### src/rtl/ulap_loader_if.sv
// ulap_loader_if: CPU-style I/O bus plus request/ack handshake between the loader (master) and the CPU arbiter/bus (slave)
interface ulap_loader_if;
  logic        bus_req;
  logic        bus_ack;
  logic        bus_oe;
  logic [15:0] addr;
  logic [7:0]  dout;
  logic        nIORQ;
  logic        nWR;
  modport master (output bus_req, bus_oe, addr, dout, nIORQ, nWR, input bus_ack);
  modport slave (input bus_req, bus_oe, addr, dout, nIORQ, nWR, output bus_ack);
endinterface

### src/rtl/ulap_loader.sv
// ulap_loader: buffers a 64-entry ULA+ palette + 2-bit mode (ld_*) and on start replays it as 130 I/O writes over bus (ulap_loader_if.master); busy/done report progress
module ulap_loader #(
  parameter int T_SETUP = 2,
  parameter int T_ACT   = 4,
  parameter int T_HOLD  = 2
) (
  input  logic         clk_sys,
  input  logic         reset,
  input  logic         ld_wr,
  input  logic [6:0]   ld_addr,
  input  logic [7:0]   ld_data,
  input  logic         start,
  input  logic [5:0]   tmx_cfg,
  output logic         busy,
  output logic         done,
  ulap_loader_if.master bus
);
  typedef enum logic [2:0] {IDLE, REQ, SETUP, ACT, HOLD, NEXT} state_t;
  state_t      st_q, st_d;
  logic [15:0] cnt_q, cnt_d, lim, addr_q, addr_d;
  logic [7:0]  idx_q, idx_d, dout_q, dout_d, wr_dout;
  logic [1:0]  mode_q, mode_d;
  logic        busy_q, busy_d, done_q, done_d, oe_q, oe_d, strb_q, strb_d;
  logic        on_bus, fresh, last;
  logic [7:0]  pal [64];
  always_ff @(posedge clk_sys)
    if (ld_wr && !busy_q && !ld_addr[6]) pal[ld_addr[5:0]] <= ld_data;
  always_comb begin
    st_d = st_q;
    cnt_d = '0;
    idx_d = idx_q;
    lim = 16'(st_q == SETUP ? T_SETUP : st_q == ACT ? T_ACT : T_HOLD);
    last = cnt_q == lim - 16'd1;
    case (st_q)
      IDLE: st_d = start ? REQ : IDLE;
      REQ: st_d = bus.bus_ack ? SETUP : REQ;
      SETUP, ACT, HOLD: begin
        st_d = !bus.bus_ack ? REQ : !last ? st_q : st_q == SETUP ? ACT : st_q == ACT ? HOLD : NEXT;
        cnt_d = (bus.bus_ack && !last) ? cnt_q + 16'd1 : '0;
      end
      default: begin
        st_d = idx_q == 8'd129 ? IDLE : SETUP;
        idx_d = idx_q == 8'd129 ? '0 : idx_q + 8'd1;
      end
    endcase
    on_bus = st_d inside {SETUP, ACT, HOLD};
    // addr/dout are latched once on entry to SETUP so they stay frozen until HOLD ends, even if tmx_cfg moves
    fresh = st_d == SETUP && st_q != SETUP;
    wr_dout = idx_d[7] ? (idx_d[0] ? {6'b0, mode_q} : {2'b01, tmx_cfg})
                       : (idx_d[0] ? pal[idx_d[6:1]] : {2'b00, idx_d[6:1]});
    addr_d = !on_bus ? 16'hFFFF : fresh ? (idx_d[0] ? 16'hFF3B : 16'hBF3B) : addr_q;
    dout_d = !on_bus ? 8'hFF : fresh ? wr_dout : dout_q;
    strb_d = st_d == ACT;
    oe_d = on_bus;
    busy_d = st_d != IDLE;
    done_d = st_q == NEXT && idx_q == 8'd129;
    mode_d = (ld_wr && !busy_q && ld_addr[6]) ? ld_data[1:0] : mode_q;
  end
  always_ff @(posedge clk_sys) begin
    if (reset) begin
      st_q <= IDLE;
      cnt_q <= '0;
      idx_q <= '0;
      mode_q <= '0;
      addr_q <= 16'hFFFF;
      dout_q <= 8'hFF;
      strb_q <= 1'b0;
      oe_q <= 1'b0;
      busy_q <= 1'b0;
      done_q <= 1'b0;
    end else begin
      st_q <= st_d;
      cnt_q <= cnt_d;
      idx_q <= idx_d;
      mode_q <= mode_d;
      addr_q <= addr_d;
      dout_q <= dout_d;
      strb_q <= strb_d;
      oe_q <= oe_d;
      busy_q <= busy_d;
      done_q <= done_d;
    end
  end
  assign bus.bus_req = busy_q;
  assign bus.bus_oe = oe_q;
  assign bus.addr = addr_q;
  assign bus.dout = dout_q;
  assign bus.nIORQ = !strb_q;
  assign bus.nWR = !strb_q;
  assign busy = busy_q;
  assign done = done_q;
endmodule

### src/flat_wrapper.sv
// flat-port wrapper written by rule: the top's interface ports become plain ports
module ulap_loader_flat 
#(
  parameter int T_SETUP = 2,
  parameter int T_ACT   = 4,
  parameter int T_HOLD  = 2
)
  (clk_sys, reset, ld_wr, ld_addr, ld_data, start, tmx_cfg, busy, done, bus_bus_req, bus_bus_oe, bus_addr, bus_dout, bus_nIORQ, bus_nWR, bus_bus_ack);
  ulap_loader_if bus_i ();
  input  logic clk_sys;
  input  logic reset;
  input  logic ld_wr;
  input  logic [6:0] ld_addr;
  input  logic [7:0] ld_data;
  input  logic start;
  input  logic [5:0] tmx_cfg;
  output logic busy;
  output logic done;
  output wire logic [$bits(bus_i.bus_req)-1:0] bus_bus_req;
  output wire logic [$bits(bus_i.bus_oe)-1:0] bus_bus_oe;
  output wire logic [$bits(bus_i.addr)-1:0] bus_addr;
  output wire logic [$bits(bus_i.dout)-1:0] bus_dout;
  output wire logic [$bits(bus_i.nIORQ)-1:0] bus_nIORQ;
  output wire logic [$bits(bus_i.nWR)-1:0] bus_nWR;
  input wire logic [$bits(bus_i.bus_ack)-1:0] bus_bus_ack;
  assign bus_bus_req = bus_i.bus_req;
  assign bus_bus_oe = bus_i.bus_oe;
  assign bus_addr = bus_i.addr;
  assign bus_dout = bus_i.dout;
  assign bus_nIORQ = bus_i.nIORQ;
  assign bus_nWR = bus_i.nWR;
  assign bus_i.bus_ack = bus_bus_ack;
  ulap_loader #(.T_SETUP(T_SETUP), .T_ACT(T_ACT), .T_HOLD(T_HOLD)) u_core (.clk_sys(clk_sys), .reset(reset), .ld_wr(ld_wr), .ld_addr(ld_addr), .ld_data(ld_data), .start(start), .tmx_cfg(tmx_cfg), .busy(busy), .done(done), .bus(bus_i));
endmodule
### config.mk
export PLATFORM = sky130hd
export DESIGN_NAME = ulap_loader_flat
export DESIGN_NICKNAME = d
export VERILOG_FILES = /design/src/rtl/ulap_loader_if.sv /design/src/rtl/ulap_loader.sv /design/src/flat_wrapper.sv
export SDC_FILE = /design/constraint.sdc
export NUM_CORES = 1
export LEC_CHECK = 0
export ABC_AREA = 1
export CAP_MARGIN = 10
export CORE_ASPECT_RATIO = 0.8
export CORE_MARGIN = 2
export CORE_UTILIZATION = 45
export CTS_CLUSTER_DIAMETER = 80
export DETAILED_ROUTE_END_ITERATION = 16
export SYNTH_ARGS = -nofsm -noshare
export SYNTH_HDL_FRONTEND = slang
export SYNTH_SLANG_ARGS = --single-unit
### constraint.sdc
create_clock -name clk_sys -period 3.9 [get_ports clk_sys]
set_input_delay 0.39 -clock clk_sys [delete_from_list [all_inputs] [get_ports clk_sys]]
set_output_delay 0.39 -clock clk_sys [all_outputs]
set_load 0.02 [all_outputs]
==> results_dict.tcl <==
set metrics [dict create \
    core-area_sq_mm 0.05255 \
    grt_max_degree 118 \
    maxCapViolations 0 \
    comb_power_share 0.021 \
    globalRouteTotalUtil 0.2370 \
    cts_num_sinks 555 \
    cts_tree "built" \
    worstMarginPinSlew_ns 1.184 \
    cp_max_fo 69 \
    synthArstFlopShare 0 \
    pwr-share-clk 0.443 \
    power.internal_w 0.009669 \
    ys_types 38 \
    dieArea_sq_mm 0.05526 \
    reg2reg_from "u_core.idx_q[1]$_SDFF_PP0_" \
    syn_area_per_cell_sq_um 10.69 \
    synthTopCellsByCount "nand2_1, edfxtp_1, nand3_1, inv_1, nor2_1" \
    cts_resized 0 \
    fillCellCount 4633 \
    portBuffers 43 \
    swShare 0.2050 \
    diodes 0 \
    setup_violations 0 \
    grt_setup_unrepaired "false" \
    cp.arrival_ns 3.89 \
    p_sw_w 0.002493 \
    synth_top_area_share 0.6400 \
    ctsHoldBuffers 0 \
    critical_path.endpoint_type "register" \
    drtAntennaViolNets 0 \
    synth_edf_count 512 \
    num_io_pins 56 \
    status "completed" \
    yosys.cell_count.top_type "nand2_1" \
    leakage_nw 10.21 \
    cp-start-kind "register" \
    h-tree-depth 2 \
    cts-root-buf "clkbuf_16" \
    vias_per_cell 5.506 \
    hold_violations 0 \
    period_needed_ns 3.389 \
    startpoint "u_core.idx_q[1]$_SDFF_PP0_" \
    grt_pass1_wl_mm 99.33 \
    path_class "register to register" \
    drive_above_1_share 0.07419 \
    utilization 0.5135 \
    clk_pin_slew_ns 0.06 \
    start_util 0.4572 \
    rows 75 \
    slew_headroom 0.2107 \
    fmax_mhz 295.1 \
    worst_slack_ns 0.5111 \
    fin_crit_sh 0.8690 \
    first_iter_violations 1894 \
    antenna_found_initial 0 \
    die_x_um 262.3 \
    power_frac_seq 0.536 \
    gp_congestion 0.8761 \
    slew_violations 0 \
    syn_to_final_growth_pct 12.31 \
    synth-main-ff-cell "edfxtp_1" \
    wl_per_cell_um 21.70 \
    ys_ff_latch 555 \
    dp.final_hpwl_mm 39.18 \
    ir_worst_vdd_v 0.0003265 \
    post-place-ws_ns 0.6211 \
    power.density_mw_per_mm2 450.7 \
    num_vias 16660 \
    clock_latency_ns 0.62 \
    drc 0 \
    numCtsBuffers 54 \
    fin_tns_setup_ns 0 \
    die_y_um 210.7 \
    ys_warn_count 0 \
    required_ns 4.40 \
    ys_top_cells_by_area "edfxtp_1, nand3_1, nand2_1, dfxtp_1, inv_1" \
    hp-class "input port to register" \
    drt_wl_total_mm 65.64 \
    synth_top_area_cell "edfxtp_1" \
    finalClockSkew_ns 0.01539 \
    first_global_vias 15880 \
    grt_overflow 0 \
    hp-start "ld_data[7]" \
    synth_area_sq_mm 0.02402 \
    synth_seq_area_share 0.6758 \
    cts_setup_buffers 0 \
    syn_inst 2248 \
    dr.pass1.iters 5 \
    ff2ff_setup_slack_ns 0.51 \
    clk_path_buf_depth 3 \
    final_nets 2317 \
]
## metal layers
layer / vias up / GRT usage / wire length, um
li1: 7730 / - / -
met1: 8131 / 0.3552 / 29950
met2: 720 / 0.3514 / 28490
met3: 75 / 0.05071 / 6059
met4: 0 / 0.06054 / 1146
met5: - / 0 / 0
## flip-flops by register name (all words and copies together), names as in the netlist
register	cells
u_core.idx_q	8
u_core.bus.dout	8
u_core.cnt_q	16
u_core.pal	512
u_core.mode_q	2
u_core.strb_q	1
u_core.done	1
u_core.bus.addr	2
u_core.bus.bus_req	1
u_core.bus.bus_oe	1
u_core.st_q	3
## power by group through the flow
stage / clock network (W) / logic [W] / registers [W]
2_1_floorplan: 0 / 0.0000812 / 0.00665
3_3_place_gp: 0 / 0.000246 / 0.00664
3_5_place_dp: 0 / 0.000251 / 0.00665
4_1_cts: 0.00547 / 0.000251 / 0.00652
5_1_grt: 0.00568 / 0.000269 / 0.00652
6_report: 0.00539 / 0.000252 / 0.00652
## layout by cell type, fill, tap and decap left out, drive strengths merged
master	instances
nand3	402
bufinv	8
conb	12
clkbuf	63
edfxtp	512
buf	69
nor2	197
a21oi	22
clkinv	28
o21bai	2
clkinvlp	4
xor2	7
or2	4
inv	222
nor3b	2
o21a	1
o21ai	54
clkdlybuf4s50	35
dfxtp	43
nand2	526
nor4	2
a31oi	4
o211ai	37
ha	3
nor3	15
nand4	15
nand3b	43
## area by class of cell
cell class,count,area (sq um),share of cell area
Inverter,225,848.3,0.03144
Sequential cell,555,16240,0.6017
Multi-Input combinational cell,1348,6250,0.2316
Tap cell,693,867.1,0.03214
Clock inverter,37,401.6,0.01489
Timing Repair Buffer,104,973.4,0.03608
Clock buffer,63,1406,0.05212
## worst max-delay path: stages (launching register included)
cell and delay [ns]:
dfxtp_1 0.37, inv_1 0.06, ha_1 0.27, inv_1 0.06, nand3_1 0.11, nand2_4 0.26
buf_4 0.74, nand3_1 0.14, nand3_1 0.13, nand3_1 0.08, nand3_1 0.19, nand3_1 0.15
nand3_1 0.15, nand3_1 0.18, nand2_1 0.12, nand2_1 0.05, nand2_1 0.05, nand2_1 0.05
## metrics by stage
stage / area, sq um / instances / total power (W) / hold slack [ns]
2_1_floorplan: 24070 / 2259 / 0.006729 / 0.4240
3_3_place_gp: 25170 / 2925 / 0.006890 / 0.4416
3_5_place_dp: 25170 / 2925 / 0.006896 / 0.4595
4_1_cts: 26980 / 3025 / 0.01223 / 0.3336
5_1_grt: 26980 / 3025 / 0.01246 / 0.3464
6_report: 26980 / 3025 / 0.01216 / 0.3383
## cells by family (layout without fill, tap and decap cells)
kind of cell / Yosys count / count (layout) / share of synthesized area
simple gates: 1206 / 1206 / 0.2213
flops: 555 / 555 / 0.6758
buf+inv: 356 / 429 / 0.06770
compound gates: 120 / 120 / 0.02953
xor+xnor: 7 / 7 / 0.003958
fa+ha+maj: 3 / 3 / 0.001563
other cells: 1 / 12 / 0.0001561
## path summary, 6_finish.rpt
path                                endpoint  cells past startpoint
max          u_core.bus.dout[0]$_SDFFE_PP1P_                     17
max reg2reg  u_core.bus.dout[0]$_SDFFE_PP1P_                     17
min reg2reg    u_core.mode_q[1]$_SDFFE_PP0P_                      2
min              u_core.pal[52][7]$_DFFE_PP_                      1
Power figures use the tool's default switching activity.
